==> config.mk <==
export PLATFORM = sky130hd
export DESIGN_NAME = byte_unstriping_rx_flat
export DESIGN_NICKNAME = d
export VERILOG_FILES = /design/src/rtl/byte_unstriping_rx_pkg.sv /design/src/rtl/byte_unstriping_rx_if.sv /design/src/rtl/byte_unstriping_rx_lane_fifo.sv /design/src/rtl/byte_unstriping_rx.sv /design/src/flat_wrapper.sv
export SDC_FILE = /design/constraint.sdc
export NUM_CORES = 1
export LEC_CHECK = 0
export CORE_ASPECT_RATIO = 1.1
export CORE_MARGIN = 8
export CORE_UTILIZATION = 40
export CTS_CLUSTER_DIAMETER = 50
export DETAILED_ROUTE_END_ITERATION = 8
export PLACE_DENSITY_LB_ADDON = 0.25
export SLEW_MARGIN = 15
export SYNTH_ARGS = -nofsm -noshare
export SYNTH_HDL_FRONTEND = slang
export SYNTH_SLANG_ARGS = --single-unit
==> constraint.sdc <==
create_clock -name clk -period 2.8 [get_ports clk]
set_input_delay 0.42 -clock clk [delete_from_list [all_inputs] [get_ports clk]]
set_output_delay 0.42 -clock clk [all_outputs]
set_load 0.05 [all_outputs]
==> src/rtl/byte_unstriping_rx_pkg.sv <==
// rtl/byte_unstriping_rx_pkg.sv - shared constants and types for the 4-lane byte unstriper
package unstripe_pkg;

  localparam int NUM_LANES          = 4;
  localparam int DEFAULT_DATA_W     = 8;
  localparam int DEFAULT_FIFO_DEPTH = 4;

  typedef logic [1:0] lane_idx_t;

  // One read state per lane; the encoding doubles as the rd_lane status value.
  typedef enum logic [1:0] {
    S0 = 2'd0,
    S1 = 2'd1,
    S2 = 2'd2,
    S3 = 2'd3
  } rd_state_t;

  // Strict round-robin order; S3 wraps back to S0.
  function automatic rd_state_t next_state(input rd_state_t s);
    lane_idx_t n;
    n = lane_idx_t'(s) + 2'd1;
    return rd_state_t'(n);
  endfunction

endpackage

==> src/rtl/byte_unstriping_rx_if.sv <==
// rtl/byte_unstriping_rx_if.sv - lane inputs and reassembled stream outputs (UNSTRIPE_BYTE_CNT_EN adds byte_cnt)
interface byte_unstriping_rx_if #(
  parameter int DATA_W = 8
);
  logic [3:0]        lane_valid;
  logic [DATA_W-1:0] lane_data0;
  logic [DATA_W-1:0] lane_data1;
  logic [DATA_W-1:0] lane_data2;
  logic [DATA_W-1:0] lane_data3;
  logic [DATA_W-1:0] data_out;
  logic              valid_out;
  logic [3:0]        overflow;
  logic [1:0]        rd_lane;
`ifdef UNSTRIPE_BYTE_CNT_EN
  logic [15:0]       byte_cnt;
`endif

  // Lane/PHY side drives the lanes and observes the stream.
  modport master (
    output lane_valid, lane_data0, lane_data1, lane_data2, lane_data3,
    input  data_out, valid_out, overflow, rd_lane
`ifdef UNSTRIPE_BYTE_CNT_EN
    , input byte_cnt
`endif
  );

  // The unstriper itself.
  modport slave (
    input  lane_valid, lane_data0, lane_data1, lane_data2, lane_data3,
    output data_out, valid_out, overflow, rd_lane
`ifdef UNSTRIPE_BYTE_CNT_EN
    , output byte_cnt
`endif
  );

endinterface

==> src/rtl/byte_unstriping_rx_lane_fifo.sv <==
// rtl/byte_unstriping_rx_lane_fifo.sv - per-lane skew FIFO with wrap-bit pointers and combinational head
module lane_fifo #(
  parameter int DATA_W = 8,
  parameter int DEPTH  = 4   // power of 2, at least 2
) (
  input  logic              clk,
  input  logic              reset,
  input  logic              push,
  input  logic              pop,
  input  logic [DATA_W-1:0] din,
  output logic [DATA_W-1:0] dout,
  output logic              empty,
  output logic              full
);

  localparam int AW = $clog2(DEPTH);

  // Extra MSB distinguishes full from empty when the index bits match.
  logic [AW:0]       wr_ptr;
  logic [AW:0]       rd_ptr;
  logic [DATA_W-1:0] mem [DEPTH];
  logic              do_push;
  logic              do_pop;

  assign empty = (wr_ptr == rd_ptr);
  assign full  = (wr_ptr[AW] != rd_ptr[AW]) && (wr_ptr[AW-1:0] == rd_ptr[AW-1:0]);

  // A pop on a full FIFO frees the head slot at the same edge, so the push may proceed.
  assign do_pop  = pop && !empty;
  assign do_push = push && (!full || do_pop);

  assign dout = mem[rd_ptr[AW-1:0]];

  // Pointer update; natural wrap modulo 2*DEPTH.
  always_ff @(posedge clk or posedge reset) begin
    if (reset) begin
      wr_ptr <= '0;
      rd_ptr <= '0;
    end else begin
      if (do_push) wr_ptr <= wr_ptr + 1'b1;
      if (do_pop)  rd_ptr <= rd_ptr + 1'b1;
    end
  end

  // Storage needs no reset; emptiness is carried entirely by the pointers.
  always_ff @(posedge clk) begin
    if (do_push) mem[wr_ptr[AW-1:0]] <= din;
  end

endmodule

==> src/rtl/byte_unstriping_rx.sv <==
// rtl/byte_unstriping_rx.sv - 4-lane byte unstriper top: lane FIFOs, round-robin read FSM, overflow flags (optional UNSTRIPE_BYTE_CNT_EN byte counter)
module byte_unstriping_rx
  import unstripe_pkg::*;
#(
  parameter int DATA_W     = DEFAULT_DATA_W,
  parameter int FIFO_DEPTH = DEFAULT_FIFO_DEPTH
) (
  input  logic                 clk,
  input  logic                 reset,
  byte_unstriping_rx_if.slave  bus
);

  logic [DATA_W-1:0]    lane_data [NUM_LANES];
  logic [DATA_W-1:0]    head      [NUM_LANES];
  logic [NUM_LANES-1:0] empty;
  logic [NUM_LANES-1:0] full;
  logic [NUM_LANES-1:0] pop;

  rd_state_t            state;
  logic [DATA_W-1:0]    data_q;
  logic                 valid_q;
  logic [NUM_LANES-1:0] overflow_q;
`ifdef UNSTRIPE_BYTE_CNT_EN
  logic [15:0]          byte_cnt_q;
`endif

  assign lane_data[0] = bus.lane_data0;
  assign lane_data[1] = bus.lane_data1;
  assign lane_data[2] = bus.lane_data2;
  assign lane_data[3] = bus.lane_data3;

  for (genvar i = 0; i < NUM_LANES; i++) begin : g_lane
    lane_fifo #(
      .DATA_W (DATA_W),
      .DEPTH  (FIFO_DEPTH)
    ) u_fifo (
      .clk   (clk),
      .reset (reset),
      .push  (bus.lane_valid[i]),
      .pop   (pop[i]),
      .din   (lane_data[i]),
      .dout  (head[i]),
      .empty (empty[i]),
      .full  (full[i])
    );
  end

  // Only the lane selected by the FSM may pop, and only when it has data.
  always_comb begin
    pop        = '0;
    pop[state] = !empty[state];
  end

  // Read FSM with registered stream outputs, sticky drop flags and optional byte count.
  always_ff @(posedge clk or posedge reset) begin
    if (reset) begin
      state      <= S0;
      data_q     <= '0;
      valid_q    <= 1'b0;
      overflow_q <= '0;
`ifdef UNSTRIPE_BYTE_CNT_EN
      byte_cnt_q <= '0;
`endif
    end else begin
      // A byte is dropped only when its FIFO is full and not being drained this edge.
      overflow_q <= overflow_q | (bus.lane_valid & full & ~pop);
      if (pop[state]) begin
        data_q  <= head[state];
        valid_q <= 1'b1;
        state   <= next_state(state);
`ifdef UNSTRIPE_BYTE_CNT_EN
        byte_cnt_q <= byte_cnt_q + 16'd1;
`endif
      end else begin
        // Wait on the skewed lane; never skip it, keep the last byte on data_out.
        valid_q <= 1'b0;
      end
    end
  end

  assign bus.data_out  = data_q;
  assign bus.valid_out = valid_q;
  assign bus.overflow  = overflow_q;
  assign bus.rd_lane   = state;
`ifdef UNSTRIPE_BYTE_CNT_EN
  assign bus.byte_cnt  = byte_cnt_q;
`endif

endmodule

==> src/flat_wrapper.sv <==
// flat-port wrapper written by rule: the top's interface ports become plain ports
module byte_unstriping_rx_flat import unstripe_pkg::*;
#(
  parameter int DATA_W     = DEFAULT_DATA_W,
  parameter int FIFO_DEPTH = DEFAULT_FIFO_DEPTH
)
  (clk, reset, bus_lane_valid, bus_lane_data0, bus_lane_data1, bus_lane_data2, bus_lane_data3, bus_data_out, bus_valid_out, bus_overflow, bus_rd_lane);
  byte_unstriping_rx_if #(.DATA_W(DATA_W)) bus_i ();
  input  logic clk;
  input  logic reset;
  input wire logic [$bits(bus_i.lane_valid)-1:0] bus_lane_valid;
  input wire logic [$bits(bus_i.lane_data0)-1:0] bus_lane_data0;
  input wire logic [$bits(bus_i.lane_data1)-1:0] bus_lane_data1;
  input wire logic [$bits(bus_i.lane_data2)-1:0] bus_lane_data2;
  input wire logic [$bits(bus_i.lane_data3)-1:0] bus_lane_data3;
  output wire logic [$bits(bus_i.data_out)-1:0] bus_data_out;
  output wire logic [$bits(bus_i.valid_out)-1:0] bus_valid_out;
  output wire logic [$bits(bus_i.overflow)-1:0] bus_overflow;
  output wire logic [$bits(bus_i.rd_lane)-1:0] bus_rd_lane;
  assign bus_i.lane_valid = bus_lane_valid;
  assign bus_i.lane_data0 = bus_lane_data0;
  assign bus_i.lane_data1 = bus_lane_data1;
  assign bus_i.lane_data2 = bus_lane_data2;
  assign bus_i.lane_data3 = bus_lane_data3;
  assign bus_data_out = bus_i.data_out;
  assign bus_valid_out = bus_i.valid_out;
  assign bus_overflow = bus_i.overflow;
  assign bus_rd_lane = bus_i.rd_lane;
  byte_unstriping_rx #(.DATA_W(DATA_W), .FIFO_DEPTH(FIFO_DEPTH)) u_core (.clk(clk), .reset(reset), .bus(bus_i));
endmodule
==> tab_implementation.tex <==
\begin{tabular}{lr}
\hline
Metric & Value \\
\hline
\multicolumn{2}{l}{\textbf{Placed design}} \\
\quad Count of port buffers added during placement & 52 \\
\quad Final Wtd Congestion & 0.823 \\
\quad HPWL Detailed & 11,200 um \\
\quad Cell count after placement & 740 \\
\multicolumn{2}{l}{\textbf{Timing}} \\
\quad Final hold vios & 0 \\
\quad Slew Limit Fails & 0 \\
\quad Relative slew margins & 38.7\% \\
\quad Post-route clock period utilization & 93.0\% \\
\quad Setup violation total in the final timing report & 0 \\
\quad Highest Clock Rate & 384 MHz \\
\quad Shortest period the worst path allows & 2.60 ns \\
\quad Final clock skew & 0.0156 ns \\
\quad RSZ-0062 raised after global routing & no \\
\quad Total negative setup slack & 0 ns \\
\quad Actual slew at the worst max-slew pin & 0.919 ns \\
\multicolumn{2}{l}{\textbf{Run status}} \\
\quad Run status & finished clean \\
\multicolumn{2}{l}{\textbf{Synth}} \\
\quad Most numerous cell in the Yosys netlist & edfxtp\_1 \\
\quad Share of the synthesized netlist area taken by xor and xnor gates & 3.50\% \\
\quad Dominant cells by area after synthesis & edfxtp\_1, dfrtp\_1, mux4\_2 \\
\quad Arithmetic-cell share of the synthesized area counting full adders, half adders and majority gates & 4.02\% \\
\quad Fraction of registers with async set/reset & 23.4\% \\
\quad Syn\_nets & 505 \\
\quad Mux share of post-synthesis cell area & 12.6\% \\
\quad Netlist Area Pre-Place & 7460 sq um \\
\quad Most common flop cell mapped by yosys & edfxtp\_1 \\
\quad Number of synthesized flops with an enable pin & 128 \\
\quad Synth Area in Compound Gates & 5.75\% \\
\quad Average cell area after synthesis & 16.8 sq um \\
\quad Sequential-to-total area share from yosys stat & 64.6\% \\
\quad Synth unique cells & 57 \\
\quad Share of synthesized cell area in and, or, nand and nor gates & 6.69\% \\
\quad Seq cells post-synth & 167 \\
\quad Number of cells produced by synthesis & 443 \\
\quad Top cell type's share of synthesized area & 51.5\% \\
\quad Synth warnings & 0 \\
\quad Cell type contributing the most total cell area after synthesis & edfxtp\_1 \\
\quad Synth cell count leaders & edfxtp\_1, dfrtp\_1, ha\_1, mux4\_2, inv\_1 \\
\quad Dominant combinational cell family by area after synthesis & multiplexers \\
\multicolumn{2}{l}{\textbf{Floorplan}} \\
\quad Die Area & 23,300 sq um \\
\quad Initial Utilization & 40.7\% \\
\quad Io pins & 53 \\
\quad Die boundary width & 146 um \\
\quad Core Footprint & 18,300 sq um \\
\quad Die H & 159 um \\
\quad FP Rows & 52 \\
\multicolumn{2}{l}{\textbf{Detailed routing}} \\
\quad Routed length per instance & 19.8 um \\
\quad First-pass detailed-route iteration total & 6 \\
\quad Count of vias placed by the detailed router & 4,046 \\
\quad Vias/cell & 5.24 \\
\quad Detailed Route WL & 15,300 um \\
\quad DR DRC count & 0 \\
\quad Iter 0 DRT Violations & 198 \\
\quad Final antenna-violating net count & 0 \\
\multicolumn{2}{l}{\textbf{Power}} \\
\quad Leakage & 3.24 nW \\
\quad Switching pwr & 3.93 mW \\
\quad Fraction of power consumed by the clock network & 20.4\% \\
\quad Highest ir drop seen on vdd & 0.000762 V \\
\quad Part of the total power dissipated in sequential elements & 36.4\% \\
\quad Net switching share of the total power & 37.2\% \\
\quad PwrDens & 1190 nW/um\^{}2 \\
\quad Combinational Power Share & 43.2\% \\
\quad Internal power & 6.63 mW \\
\quad Power, Total & 10.6 mW \\
\multicolumn{2}{l}{\textbf{Worst setup path}} \\
\quad Cell family with the largest share of critical-path delay & simple AND/OR/NAND/NOR gates \\
\quad Critical Path Source Type & register \\
\quad Signal arrival time at the worst endpoint & 2.91 ns \\
\quad Worst Path Buf+Inv & 1 \\
\quad Type of element capturing the critical path & register \\
\quad Cell Chain, Critical Path & buf\_4 -> nor2b\_1 -> nand4\_1 -> o21a\_2 -> nand3\_2 -> mux2\_2 \\
\quad Internal reg-to-reg setup slack & 0.20 ns \\
\quad Endpoint of the worst register-to-register path & u\_core.bus.data\_out[4]\$\_DFFE\_PP0P\_ \\
\quad Highest fanout seen on the critical path & 12 \\
\quad CP Data Required Time & 3.11 ns \\
\quad Category of the most critical setup path & reg2reg \\
\quad Critical Path Max Stage Delay & 0.57 ns \\
\quad Worst-case reg-to-reg path depth & 6 \\
\quad Startpoint of the worst-slack reg-to-reg timing path & u\_core.bus.rd\_lane[1]\$\_DFFE\_PP0P\_ \\
\quad Slowest stage cell on the critical path & nor2b\_1 \\
\multicolumn{2}{l}{\textbf{Clock tree}} \\
\quad Number of buffers added by the clock tree synthesis step & 17 \\
\quad Clock latency reported for the late side of the worst-skew pair & 0.43 ns \\
\quad Clock edge transition at the registers on the reported setup and hold paths & 0.07 ns \\
\quad Number of hold-repair buffers added at the cts stage & 0 \\
\quad CTS root buf & clkbuf\_16 \\
\quad Post-CTS sizing & 0 \\
\quad CTS tree & built \\
\quad CTS max path bufs & 2 \\
\quad Level count of the clock H-tree & 4 \\
\quad Clock sink count & 167 \\
\quad Number of post-CTS setup repair buffers & 0 \\
\multicolumn{2}{l}{\textbf{Worst hold path}} \\
\quad Class of the tightest hold or removal check & reg2reg \\
\quad Number of stages on the worst hold path & 1 \\
\quad Hold worst-path end & u\_core.bus.overflow[2]\$\_DFF\_PP0\_ \\
\quad Hold path startpoint & u\_core.bus.overflow[2]\$\_DFF\_PP0\_ \\
\multicolumn{2}{l}{\textbf{Finish}} \\
\quad P\&R area growth vs syn & 18.8\% \\
\quad Ant diodes & 0 \\
\quad Non-Filler Instances & 772 \\
\quad Net count of the finished layout & 578 \\
\quad Proportion of layout cells with a drive suffix above 1 & 19.8\% \\
\multicolumn{2}{l}{\textbf{GRT}} \\
\quad Met1 Resource Use GR & 17.5\% \\
\quad Vias in the first global route & 4,325 \\
\quad Global-route met2 utilization & 22.6\% \\
\quad GRT Resource Usage Total & 13.8\% \\
\quad Global-route track usage on met3 & 3.64\% \\
\quad Global-route wire length before repair & 24,700 um \\
\quad Gr busiest metal & met2 \\
\quad Number of antenna violations at the first check in global routing & 0 \\
\quad Maximum number of pins on one net before global-route repair & 40 \\
\quad Overflow after GRT & 0 \\
\multicolumn{2}{l}{\textbf{Job}} \\
\quad Max Cap Viol & 0 \\
\hline
\end{tabular}
## how the worst max path moves through the flow
stage | startpoint | end | cells past startpoint
2_1_floorplan | u_core.bus.rd_lane[0]$_DFFE_PP0P_ | u_core.g_lane[0].u_fifo.mem[0][0]$_DFFE_PP_ | 8
3_3_place_gp | u_core.bus.rd_lane[1]$_DFFE_PP0P_ | u_core.g_lane[2].u_fifo.mem[1][2]$_DFFE_PP_ | 5
3_5_place_dp | u_core.bus.rd_lane[0]$_DFFE_PP0P_ | u_core.g_lane[2].u_fifo.mem[0][2]$_DFFE_PP_ | 5
4_1_cts | u_core.bus.rd_lane[0]$_DFFE_PP0P_ | u_core.g_lane[0].u_fifo.mem[0][1]$_DFFE_PP_ | 5
5_1_grt | u_core.bus.rd_lane[0]$_DFFE_PP0P_ | u_core.g_lane[0].u_fifo.mem[0][1]$_DFFE_PP_ | 5
6_report | u_core.bus.rd_lane[1]$_DFFE_PP0P_ | u_core.bus.data_out[4]$_DFFE_PP0P_ | 6
## metrics by stage
stage | area [sq um] | util (%) | setup WS (ns) | hold WS [ns]
floorplan | 7460 | - | 0.0761 | 0.498
detailed placement | 8320 | 45.3 | 0.196 | 0.445
CTS | 8860 | 48.3 | 0.182 | 0.464
global placement | 8320 | 45.3 | 0.283 | 0.448
finish | 8860 | 48.3 | 0.197 | 0.459
global route | 8860 | 48.3 | 0.0438 | 0.477
## per-layer routing
layer	routed length (um)	vias to the layer above
li1	-	1881
met1	6730	2052
met2	7710	102
met3	726	11
met4	133	0
met5	0	-
## kinds of logic after synthesis
logic type                 count (synthesis)
buffers and inverters                     41
DFF                                      167
adders and majority gates                 24
xor gates and xnor gates                  29
muxes                                     48
and+or+nand+nor                           87
AOI/OAI and AO/OA                         47
## area by class of cell
cell class	count	area (sq um)
timing repair buffer	75	693
sequential	167	4820
clock buffer	18	429
clock inverter	14	115
fill	1589	9480
inverter	20	75.1
tap	243	304
multi-input combinational	235	2430
## cell usage in the layout, fill, tap and decap left out, drive strengths merged, types with 3 or more instances in the layout
master,Yosys,layout
inv,20,27
nand2,15,15
clkbuf,6,18
a22o,8,8
nand3,18,18
o31a,3,3
buf,15,23
edfxtp,128,128
xnor2,19,19
nor3,3,3
mux2,15,15
a221o,8,8
dfrtp,39,39
clkinv,0,5
ha,24,24
a21o,3,3
mux4,32,32
xor2,10,10
o211ai,6,6
nor2,18,18
clkdlybuf4s50,0,52
and3,13,13
nand4,6,6
a311oi,3,3
## sequential cells by signal (all words and copies together), names as in the netlist
register / count
u_core.bus.valid_out: 1
u_core.bus.data_out: 8
u_core.g_lane.u_fifo.rd_ptr: 12
u_core.g_lane.u_fifo.mem: 128
u_core.bus.overflow: 4
u_core.g_lane.u_fifo.wr_ptr: 12
u_core.bus.rd_lane: 2
## power by group through the flow
stage                     sequential [mW]  combinational, mW  clock, mW
after CTS                            3.85               4.66       2.21
after floorplan                      4.14               3.00          0
final                                3.85               4.56       2.15
after global routing                 3.92               4.98       2.32
after detailed placement             3.90               4.63          0
after global placement               3.87               4.56          0
No activity file was read; power rests on OpenSTA's default activity.
